File: config.mk
export PLATFORM = sky130hd
export DESIGN_NAME = cp0_vec_irq
export DESIGN_NICKNAME = d
export VERILOG_FILES = /design/src/rtl/cp0_vec_irq_pkg.sv /design/src/rtl/cp0_vec_irq_irq_sync_edge.sv /design/src/rtl/cp0_vec_irq.sv
export SDC_FILE = /design/constraint.sdc
export NUM_CORES = 1
export LEC_CHECK = 0
export BUFFER_PORTS_ARGS = -buffer_cell sky130_fd_sc_hd__buf_2
export CORE_AREA = 3 3 115 106
export CTS_CLUSTER_DIAMETER = 60
export CTS_CLUSTER_SIZE = 10
export DETAILED_ROUTE_END_ITERATION = 16
export DIE_AREA = 0 0 118 109
export HOLD_SLACK_MARGIN = 0.1
export PLACE_DENSITY = 0.89
export SETUP_SLACK_MARGIN = 0.1
export SLEW_MARGIN = 10
export SYNTH_ARGS = -nofsm -noshare
export SYNTH_HDL_FRONTEND = slang
export SYNTH_SLANG_ARGS = --single-unit
File: constraint.sdc
create_clock -name clk -period 4.25 [get_ports clk]
set_input_delay 0.85 -clock clk [delete_from_list [all_inputs] [get_ports clk]]
set_output_delay 0.85 -clock clk [all_outputs]
set_load 0.1 [all_outputs]
File: src/rtl/cp0_vec_irq_pkg.sv
// Shared CP0 definitions: operation codes, register addresses and STATUS/CAUSE bit positions.
package cp0_vec_irq_pkg;

    localparam logic [1:0] EXE_CP_NONE  = 2'b00;
    localparam logic [1:0] EXE_CP_STORE = 2'b01;
    localparam logic [1:0] EXE_CP0_ERET = 2'b10;

    localparam logic [4:0] CP0_COUNT   = 5'd9;
    localparam logic [4:0] CP0_COMPARE = 5'd11;
    localparam logic [4:0] CP0_STATUS  = 5'd12;
    localparam logic [4:0] CP0_CAUSE   = 5'd13;
    localparam logic [4:0] CP0_EPCR    = 5'd14;
    localparam logic [4:0] CP0_EHBR    = 5'd15;

    localparam int STATUS_IE      = 0;
    localparam int STATUS_EXL     = 1;
    localparam int STATUS_MASK_LO = 8;
    localparam int CAUSE_CODE_LO  = 2;
    localparam int CAUSE_PEND_LO  = 8;

    function automatic logic [31:0] vec_offset(input logic [2:0] id, input int shift);
        return 32'(id) << shift;
    endfunction

endpackage

File: src/rtl/cp0_vec_irq_irq_sync_edge.sv
// Per-line synchroniser followed by a rising-edge detector on the synchronised value.
module irq_sync_edge #(
    parameter int SYNC_STAGES = 2
) (
    input  logic clk,
    input  logic rst_n,
    input  logic i_line,
    output logic o_rise
);

    logic [SYNC_STAGES-1:0] r_sync;
    logic                   r_prev;

    always_ff @(posedge clk or negedge rst_n) begin
        if (!rst_n) begin
            r_sync <= '0;
            r_prev <= 1'b0;
        end else begin
            r_sync <= {r_sync[SYNC_STAGES-2:0], i_line};
            r_prev <= r_sync[SYNC_STAGES-1];
        end
    end

    assign o_rise = r_sync[SYNC_STAGES-1] & ~r_prev;

endmodule

File: src/rtl/cp0_vec_irq.sv
// Vectored-interrupt CP0: synchronised edge-latched IRQs, masked lowest-index priority, ERET/MTC0.
// Optional compare timer channel enabled by defining CP0_TIMER_EN.
module cp0_vec_irq
    import cp0_vec_irq_pkg::*;
#(
    parameter int N_IRQ       = 4,
    parameter int VEC_SHIFT   = 4,
    parameter int SYNC_STAGES = 2
) (
    input  logic             clk,
    input  logic             rst_n,
    input  logic [1:0]       oper,
    input  logic [4:0]       addr_r,
    output logic [31:0]      data_r,
    input  logic [4:0]       addr_w,
    input  logic [31:0]      data_w,
    input  logic             ir_en,
    input  logic [N_IRQ-1:0] ir_in,
    input  logic [31:0]      ret_addr,
    output logic             jump_en,
    output logic [31:0]      jump_addr,
    output logic             ir,
    output logic [2:0]       ir_id
);

`ifdef CP0_TIMER_EN
    localparam int NP = N_IRQ + 1;
`else
    localparam int NP = N_IRQ;
`endif

    logic [N_IRQ-1:0] w_rise;
    logic [NP-1:0]    r_pend, r_mask, w_pm, w_win, w_clr, w_set, w_tclr;
    logic             r_ie, r_exl, r_jump_en, r_ir;
    logic [2:0]       r_code, w_id;
    logic [31:0]      r_epcr, r_ehbr, r_jump_addr;
    logic             w_eret, w_store, w_take;

    for (genvar g = 0; g < N_IRQ; g++) begin : g_sync
        irq_sync_edge #(.SYNC_STAGES(SYNC_STAGES)) u_sync (
            .clk    (clk),
            .rst_n  (rst_n),
            .i_line (ir_in[g]),
            .o_rise (w_rise[g])
        );
    end

    // Lowest set index wins: scan downwards so the last hit is the smallest.
    always_comb begin
        w_pm  = r_pend & r_mask;
        w_id  = '0;
        w_win = '0;
        for (int i = NP - 1; i >= 0; i--) begin
            if (w_pm[i]) begin
                w_id     = 3'(i);
                w_win    = '0;
                w_win[i] = 1'b1;
            end
        end
        w_eret  = (oper == EXE_CP0_ERET);
        w_store = (oper == EXE_CP_STORE);
        w_take  = ir_en & r_ie & ~r_exl & (|w_pm) & ~w_eret & ~w_store;
        w_clr   = w_take ? w_win : '0;
    end

`ifdef CP0_TIMER_EN
    logic [31:0] r_count, r_compare;
    logic        w_cmp_wr;

    assign w_cmp_wr = w_store && (addr_w == CP0_COMPARE);
    assign w_set    = {(r_count == r_compare) && (r_compare != '0), w_rise};
    assign w_tclr   = {w_cmp_wr, {N_IRQ{1'b0}}};

    always_ff @(posedge clk or negedge rst_n) begin
        if (!rst_n) begin
            r_count   <= '0;
            r_compare <= '0;
        end else begin
            if (w_store && (addr_w == CP0_COUNT)) r_count <= data_w;
            else                                   r_count <= r_count + 32'd1;
            if (w_cmp_wr) r_compare <= data_w;
        end
    end
`else
    assign w_set  = w_rise;
    assign w_tclr = '0;
`endif

    always_ff @(posedge clk or negedge rst_n) begin
        if (!rst_n) begin
            r_pend      <= '0;
            r_mask      <= '1;
            r_ie        <= 1'b1;
            r_exl       <= 1'b0;
            r_code      <= '0;
            r_epcr      <= '0;
            r_ehbr      <= '0;
            r_jump_en   <= 1'b0;
            r_jump_addr <= '0;
            r_ir        <= 1'b0;
        end else begin
            // A fresh edge on the line being taken re-arms it; a COMPARE write beats a timer match.
            r_pend      <= ((r_pend & ~w_clr) | w_set) & ~w_tclr;
            r_jump_en   <= 1'b0;
            r_jump_addr <= '0;
            r_ir        <= 1'b0;
            if (w_eret) begin
                r_jump_en   <= 1'b1;
                r_jump_addr <= r_epcr;
                r_exl       <= 1'b0;
            end else if (w_store) begin
                case (addr_w)
                    CP0_STATUS: begin
                        r_ie   <= data_w[STATUS_IE];
                        r_exl  <= data_w[STATUS_EXL];
                        r_mask <= data_w[STATUS_MASK_LO +: NP];
                    end
                    CP0_EPCR: r_epcr <= data_w;
                    CP0_EHBR: r_ehbr <= data_w;
                    default: ;
                endcase
            end else if (w_take) begin
                r_epcr      <= ret_addr;
                r_exl       <= 1'b1;
                r_code      <= w_id;
                r_ir        <= 1'b1;
                r_jump_en   <= 1'b1;
                r_jump_addr <= r_ehbr + vec_offset(w_id, VEC_SHIFT);
            end
        end
    end

    always_comb begin
        data_r = '0;
        case (addr_r)
            CP0_STATUS: begin
                data_r[STATUS_IE]            = r_ie;
                data_r[STATUS_EXL]           = r_exl;
                data_r[STATUS_MASK_LO +: NP] = r_mask;
            end
            CP0_CAUSE: begin
                data_r[CAUSE_PEND_LO +: NP] = r_pend;
                data_r[CAUSE_CODE_LO +: 3]  = r_code;
            end
            CP0_EPCR: data_r = r_epcr;
            CP0_EHBR: data_r = r_ehbr;
`ifdef CP0_TIMER_EN
            CP0_COUNT:   data_r = r_count;
            CP0_COMPARE: data_r = r_compare;
`endif
            default: ;
        endcase
    end

    assign jump_en   = r_jump_en;
    assign jump_addr = r_jump_addr;
    assign ir        = r_ir;
    assign ir_id     = r_code;

endmodule

==> flow_summary.yaml, run 1 <==
synth:
  synth_edf_count: 0
  syn_area_per_cell_um2: 11.3
  netlist_instances: 536
  ys_seq_elements: 122
  synthAdderAreaFrac_pct: 1.15
  synth_cell_types: 46
  synthFlopType: "dfrtp_1"
  synth-simple-area-share_pct: 11.7
  synth_top_family_by_area: "multiplexers"
  synth_warnings: 0
  synthXorXnorAreaFrac_pct: 1.44
  synth_nets: 624
  async_flop_share_pct: 100
  synth_compound_area_share_pct: 9.42
  synth_area_mm2: 0.00607
  synthMuxAreaShare_pct: 22.1
  ys_seq_area_share_pct: 50.4
run:
  cap_violations: 0
sta:
  fin_crit_sh_pct: 81.2
  max_freq_mhz: 290
  worst_pin_slew_ns: 1.14
  fin_skew_ns: 0.0104
  timing_hold_violations_final: 0
  final-max-slew-violation-count: 0
  slew_headroom_pct: 23.7
  setup_viol: 0
  fin_setup_tns_ns: 0
  fin_crit_ns: 3.45
  rsz0062_at_grt: "false"
global_route:
  grt_pass1_vias: 5272
  antenna_found_initial: 0
  grtUsageMet2_pct: 45.3
  busiest_layer: "met2"
  grt_max_degree: 81
  grt_usage_pct: 26.3
  grt_pass1_wl_mm: 26.5
  grt_overflow_total: 0
  use_met3_pct: 6.54
  use_met1_pct: 31.3
cts:
  h-tree-depth: 4
  cts-root-buf: "clkbuf_16"
  cts-hold-fix-buffers: 0
  cts_setup_buffers: 0
  clk_transition_reported_paths_ns: 0.05
  numCtsBuffers: 17
  cts_max_path_buffers: 2
  cts_sinks: 122
  tritoncts: "built"
  clk_latency_ns: 0.42
  cts_resized: 0
routing:
  vias: 4990
  vias_per_cell: 5.90
  drc_errors: 0
  ant_nets: 0
  routedWlPerCell_um: 19.4
  drt_iter0_drc: 447
  totalWireLength_mm: 16.4
  dr.pass1.iters: 6
finish:
  n_antenna_cell: 0
  finalNonFillerCells: 846
  layout_commonest_cell: "buf_2"
  final_cell_mix: "buf_2, dfrtp_1, mux2_2"
  drive_gt1_share_pct: 44.2
  fin_nets: 769
  syn2layout_area_growth_pct: 25.7
  fillCellCount: 779
  regArea_mm2: 0.00306
  multiInputGateArea_mm2: 0.00283
pwr:
  vdd_drop_max_mv: 0.305
  p_leak_nw: 3.70
  powerDensity_mw_per_mm2: 502
worst_setup_path:
  reg2reg_setup_slack_ns: 1.06
  endpoint_kind: "output port"
  reg2regPathDepth: 8
  worst_path_max_delay_cell: "buf_2"
  worstSetupPathType: "input port to output port"
  cpMostUsedCell: "buf_2"
  reg2reg_to: "jump_addr[26]"
  max_stage_delay_ns: 0.84
  critPathArrivalTime_ns: 2.60
  cp-start-kind: "input port"
  critPathRequiredTime_ns: 3.40
  r2r_start: "r_mask[3]"
  path_cells: "buf_2, a221oi_1, a21oi_2, buf_2"
  critPathMaxFanout: 38
floorplan:
  die_x_um: 118
  pin_count: 152
  die-area_mm2: 0.0129
  core_mm2: 0.0109
  rows: 36
  start_util_pct: 55.5
  die_y_um: 109
worst_hold_path:
  min_from: "g_sync[0].u_sync.r_sync[0]"
  hold_depth: 0
  hold_path_class: "flop to flop"
  whs_endpoint: "g_sync[0].u_sync.r_sync[1]"
status:
  status: "complete, no violations"
place:
  dpl.cell_count: 814
  dp_hpwl_mm: 11.1
  place_congestion: 0.865
  port_buffers: 150
registers in the layout, summed over array words and instances (netlist names):
signal / flops
jump_addr: 32
r_ehbr: 32
r_epcr: 32
g_sync.u_sync.r_sync: 8
g_sync.u_sync.r_prev: 4
r_mask: 4
r_pend: 4
ir_id: 2
ir: 1
jump_en: 1
r_exl: 1
r_ie: 1
cells in the mapped netlist, drive strengths merged (2+ instances only):
cell type	count	area, µm²
dfrtp	117	2930
mux2	96	1080
nand2	44	165
nor2	35	131
mux2i	26	260
nand3	25	125
clkbuf	23	86.3
o21ai	17	85.1
inv	16	60.1
buf	13	82.6
nor3	11	55.1
or4	11	82.6
o211ai	10	75.1
a22o	9	78.8
a21oi	8	43.8
a22oi	8	60.1
nand4	7	43.8
a221o	6	60.1
a221oi	6	52.6
o311a	6	60.1
xnor2	6	52.6
dfstp	5	131
ha	4	50.1
xor2	4	35.0
and3	3	18.8
a2bb2oi	2	17.5
and4	2	17.5
or2	2	12.5
or4b	2	23.8
power breakdown:
group / internal, mW / total, mW / switching (mW)
Clock: 1.04 / 1.56 / 0.513
Sequential: 1.34 / 1.52 / 0.178
Combinational: 0.253 / 0.751 / 0.498
Total: 2.64 / 3.83 / 1.19
worst max-delay path, delay by kind of cell:
family / cells / cell delay, ns
AOI/OAI and AO/OA: 2 / 0.43
buffers and inverters: 2 / 1.29
area by class of cell:
cell class / count / share of cell area (%)
flip-flops and latches: 122 / 40.1
multi-input cells: 362 / 37.1
repair buffers: 162 / 11.1
clock buffers: 22 / 6.35
well taps: 152 / 2.49
clock inverters: 10 / 2.15
inverters: 16 / 0.787
routing by layer:
layer | part of all wire, % | up-vias
li1 | - | 2245
met1 | 41 | 2475
met2 | 51 | 224
met3 | 5.7 | 46
met4 | 2.6 | 0
met5 | 0 | -
kinds of logic after synthesis:
| kind of cell | count (synthesis) |
|---|---|
| AO/OA/AOI/OAI | 77 |
| XOR/XNOR | 10 |
| adder cells (fa/ha/maj) | 5 |
| buffers and inverters | 52 |
| flip-flops | 122 |
| multiplexers | 122 |
| other | 1 |
| AND/OR/NAND/NOR | 147 |
stage by stage:
stage                     utilization, %  power, mW  worst slack (ns)  hold WS [ns]  cell area [µm²]
final                               69.7       3.83             0.799         0.346             7630
after floorplan                        -       2.06             0.118         0.331             6090
after CTS                           69.7       3.84             0.822         0.348             7630
after global routing                69.7       3.97             0.724         0.359             7630
after detailed placement            63.8       2.28             0.901         0.337             6980
after global placement              63.8       2.24             0.963         0.336             6980
worst max path at each step:
stage / depth (start not counted) / to / slack, ns / start
after floorplan: 5 / data_r[0] / 0.12 / addr_r[3]
after global placement: 4 / data_r[4] / 0.96 / addr_r[0]
after detailed placement: 9 / jump_addr[13] / 0.90 / oper[1]
after CTS: 4 / data_r[8] / 0.82 / addr_r[0]
after global routing: 4 / data_r[8] / 0.72 / addr_r[0]
final: 4 / data_r[8] / 0.80 / addr_r[0]
No activity file was read; power rests on OpenSTA's default activity.
==> run 2: changes to the inputs <==
Settings changed: CORE_AREA 3 3 115 106 to 3 3 116 107, DIE_AREA 0 0 118 109 to 0 0 119 110, PLACE_DENSITY 0.89 to 0.88.
Clock period 4.25 ns to 3.2 ns, I/O delays scaled along.
==> flow_summary.yaml, run 2 (synthesis results as in run 1) <==
finish:
  fin_nets: 769
  fillCellCount: 693
  final_cell_mix: "dfrtp_1, buf_2, mux2_2"
  n_antenna_cell: 0
  finalNonFillerCells: 850
  syn2layout_area_growth_pct: 36.9
  drive_gt1_share_pct: 47.4
floorplan:
  die_x_um: 119
  die-area_mm2: 0.0131
  rows: 37
  start_util_pct: 53.5
  pin_count: 152
  core_mm2: 0.0113
  die_y_um: 110
routing:
  drc_errors: 0
  ant_nets: 0
  vias: 5200
  dr.pass1.iters: 6
  totalWireLength_mm: 17.9
  routedWlPerCell_um: 21.0
  met2_length_mm: 8.92
  vias_per_cell: 6.12
  wl_met1_mm: 6.98
  dr_wl_met3_mm: 1.35
  drt_iter0_drc: 717
  routed.top_layer: "met4"
worst_setup_path:
  critPathArrivalTime_ns: 3.20
  cp-start-kind: "flop"
  path_cells: "nand3_1, a21boi_0, ha_1, fa_1, nand3_1, or4_4, o311a_1, a221o_1"
  endpoint_kind: "flop"
  cpMostUsedCell: "nand3_1"
  max_stage_delay_ns: 0.56
  worst_path_max_delay_cell: "dfstp_2"
  critPathRequiredTime_ns: 3.49
  critPathMaxFanout: 14
  worstSetupPathType: "flop to flop"
sta:
  worst_pin_slew_ns: 0.687
  whs_ns: 0.278
  rsz0062_at_grt: "false"
  timing_hold_violations_final: 0
  max_freq_mhz: 344
  fin_crit_ns: 2.91
  final-max-slew-violation-count: 0
  slew_headroom_pct: 54.2
  fin_crit_sh_pct: 90.9
  fin_skew_ns: 0.0154
  setup_viol: 0
global_route:
  grt_pass1_vias: 5481
  antenna_found_initial: 0
  grt_usage_pct: 27.5
  grt_pass1_wl_mm: 28.2
  grt_overflow_total: 0
  grt_max_degree: 73
cts:
  tritoncts: "built"
  cts_max_path_buffers: 2
  clk_transition_reported_paths_ns: 0.06
  h-tree-depth: 4
  clk_latency_ns: 0.42
  cts_sinks: 122
  cts_setup_buffers: 0
  numCtsBuffers: 17
  cts-root-buf: "clkbuf_16"
run:
  cap_violations: 0
place:
  dp_hpwl_mm: 11.6
  place_congestion: 0.900
  dpl.cell_count: 818
  port_buffers: 150
pwr:
  vdd_drop_max_mv: 0.364
  powerDensity_mw_per_mm2: 616
  p_leak_nw: 3.81
status:
  status: "complete, no violations"
worst_hold_path:
  hold_path_class: "input port to async pin"
==> run 2: cell count changes in the layout (fill, tap and decap cells not counted), moves of 6 or more <==
cell     previous run  this run
nor2_2              0         6
buf_12              0        37
buf_2             149       117
nor2_1             34        18
nor2_4              1        11
a21oi_4             1         7
==> run 2: per-stage QoR <==
step	area [µm²]	util (%)	setup TNS, ns	worst slack [ns]	power [mW]
2_1_floorplan	6250	-	-0.372	-0.144	2.76
3_3_place_gp	7680	67.7	0	0.365	3.06
3_5_place_dp	7680	67.7	0	0.263	3.13
4_1_cts	8300	73.2	0	0.201	5.11
5_1_grt	8310	73.3	0	0.150	5.30
6_report	8310	73.3	0	0.291	5.12
==> run 2: where the power goes <==
part | switching, mW | internal [mW] | total (mW)
sequential | 0.243 | 1.78 | 2.03
combinational | 0.723 | 0.385 | 1.11
clock | 0.715 | 1.27 | 1.99
total | 1.68 | 3.44 | 5.12
==> run 2: timing repair <==
| action | CTS | global route |
|---|---|---|
| setup endpoints to repair | 0 | 8 |
| resized for setup | 0 | 2 |
| hold buffers | 0 | 0 |
==> run 2: path summary, 6_finish.rpt <==
check	from	to	slack [ns]	cells past startpoint
setup / recovery	r_mask[3]	jump_addr[28]	0.29	8
hold / removal	rst_n	r_epcr[26]	0.28	1
setup reg to reg	r_mask[3]	jump_addr[28]	0.29	8
hold reg to reg	g_sync[0].u_sync.r_sync[0]	g_sync[0].u_sync.r_sync[1]	0.35	0
max in group asynchronous	rst_n	r_mask[2]	2.08	2
min in group clk	ir_in[3]	g_sync[3].u_sync.r_sync[0]	0.32	1
==> run 2: area by class of cell <==
type                    count  area (µm²)  share of cell area (%)
multi-input cells         362        2990                    36.0
clock buffers              19         453                    5.45
flip-flops and latches    122        3060                    36.8
well taps                 156         195                    2.35
repair buffers            162        1390                    16.7
clock inverters            13         168                    2.02
inverters                  16        60.1                   0.723
==> run 2: worst max-delay path, delay by kind of cell, from the launching register on <==
family	cells	cell delay, ns
AO/OA/AOI/OAI	3	0.91
adder cells (fa/ha/maj)	2	0.57
flip-flops	1	0.56
AND/OR/NAND/NOR	3	0.74
==> run 2: layer usage <==
metal,track usage (%),vias to the layer above
li1,-,2248
met1,34.2,2558
met4,14.1,0
met3,6.28,64
met5,0,-
met2,45.6,330
==> run 3: changes to the inputs <==
Settings changed: CORE_AREA 3 3 116 107 to 2 2 115 106, DIE_AREA 0 0 119 110 to 0 0 117 108, TNS_END_PERCENT from default to 10.
Clock period 3.2 ns to 2.8 ns, I/O delays scaled along.
==> flow_summary.yaml, run 3 (synthesis results as in run 1) <==
status:
  status: "complete, no violations"
place:
  port_buffers: 150
  dp_hpwl_mm: 11.5
  dpl_worst_slack_ns: 0.0222
  place_congestion: 0.894
sta:
  slew_headroom_pct: 58.6
  fin_setup_tns_ns: 0
  max_freq_mhz: 364
  final-max-slew-violation-count: 0
  timing.final.ws_setup_ns: 0.0547
  fin_crit_sh_pct: 98.0
  timing_hold_violations_final: 0
  rsz0062_at_grt: "true"
  setup_viol: 0
  fin_crit_ns: 2.75
  worst_pin_slew_ns: 0.621
  fin_skew_ns: 0.0116
routing:
  vias: 5192
  routedWlPerCell_um: 20.3
  dr.pass1.iters: 6
  ant_nets: 0
  drc_errors: 0
  totalWireLength_mm: 17.5
  drt_iter0_drc: 509
  vias_per_cell: 6.01
finish:
  n_antenna_cell: 0
  fillCellCount: 694
  final_cell_mix: "dfrtp_1, buf_2, mux2_2"
  multiInputGateArea_mm2: 0.00295
  drive_gt1_share_pct: 48.9
  fin_nets: 783
  regArea_mm2: 0.00306
  syn2layout_area_growth_pct: 39.1
global_route:
  grt_usage_pct: 28.6
  antenna_found_initial: 0
  grt_pass1_vias: 5325
  grt_pass1_wl_mm: 27.2
  grt_max_degree: 60
  grt_overflow_total: 0
run:
  cap_violations: 0
floorplan:
  start_util_pct: 53.5
  pin_count: 152
  rows: 37
  core_mm2: 0.0113
  die_x_um: 117
  die_y_um: 108
  die-area_mm2: 0.0126
cts:
  cts-root-buf: "clkbuf_16"
  tritoncts: "built"
  clk_transition_reported_paths_ns: 0.06
  cts_max_path_buffers: 2
  cts-hold-fix-buffers: 0
  cts_sinks: 122
  h-tree-depth: 4
  numCtsBuffers: 17
  clk_latency_ns: 0.42
worst_setup_path:
  critPathRequiredTime_ns: 3.09
  worstSetupPathType: "flop to flop"
  critPathMaxFanout: 13
  critPathArrivalTime_ns: 3.04
  reg2reg_setup_slack_ns: 0.05
  endpoint_kind: "flop"
  reg2reg_to: "jump_addr[30]"
  crit_start: "r_mask[1]"
  r2r_start: "r_mask[1]"
  cp-start-kind: "flop"
  reg2regPathDepth: 9
worst_hold_path:
  hold_path_class: "input port to async pin"
pwr:
  vdd_drop_max_mv: 0.464
  p_leak_nw: 3.89
  powerDensity_mw_per_mm2: 719
-- run 3: cell types whose count changed in the layout (fill, tap and decap cells not counted), sizes merged --
cell,before,now
clkinvlp,2,3
clkinv,7,2
buf,162,176
bufinv,3,6
clkbuf,19,21
inv,17,16
-- run 3: routing by layer --
layer / global-route usage (%) / wire [µm] / up-vias
met5: 0 / 0 / -
met4: 13.7 / 643 / 0
met3: 7.01 / 1420 / 59
met2: 45.8 / 8650 / 328
met1: 36.6 / 6800 / 2538
li1: - / - / 2267
-- run 3: worst max path at each step --
stage          cells after the start            end  slack (ns)
2_1_floorplan                      4     data_r[16]       -0.18
3_3_place_gp                       9  jump_addr[26]        0.08
3_5_place_dp                       9  jump_addr[26]        0.02
4_1_cts                            9  jump_addr[30]         0.1
5_1_grt                            9  jump_addr[28]       -0.06
6_report                           9  jump_addr[30]        0.05
-- run 3: area by class of cell --
class / count / share of cell area (%)
multi-input cells: 362 / 35.0
inverters: 16 / 0.711
well taps: 156 / 2.31
repair buffers: 176 / 17.8
clock inverters: 11 / 2.56
flip-flops and latches: 122 / 36.2
clock buffers: 21 / 5.45
-- run 3: what timing repair did --
action	4_1_cts	5_1_grt
endpoints found under the setup margin	7	11
gates cloned	0	0
buffers inserted	0	3
resized for setup	7	4
pin swaps	0	2
-- run 3: power by group --
| group | internal, mW | switching (mW) | leakage, nW | total (mW) |
|---|---|---|---|---|
| clock | 1.72 | 0.785 | 0.320 | 2.50 |
| combinational | 0.450 | 0.816 | 2.02 | 1.27 |
| sequential | 2.04 | 0.270 | 1.55 | 2.31 |
| total | 4.20 | 1.87 | 3.89 | 6.07 |
-- run 3: through the flow --
| step | hold slack, ns | util (%) | cell area, µm² | std cells | total power, mW |
|---|---|---|---|---|---|
| floorplan | 0.264 | - | 6190 | 536 | 3.15 |
| global placement | 0.336 | 68.0 | 7710 | 829 | 3.49 |
| detailed placement | 0.335 | 68.0 | 7710 | 829 | 3.54 |
| CTS | 0.178 | 74.1 | 8410 | 861 | 6.06 |
| global route | 0.200 | 74.5 | 8440 | 864 | 6.28 |
| finish | 0.157 | 74.5 | 8440 | 864 | 6.07 |
-- run 3: critical path: stages, from the launching register on --
cell and delay [ns]:
dfstp_2 0.57, nand2_2 0.09, a21boi_2 0.21, ha_2 0.23, fa_2 0.22, nand3_1 0.07, or4_4 0.43, buf_6 0.16
o311a_1 0.34, a221o_1 0.27
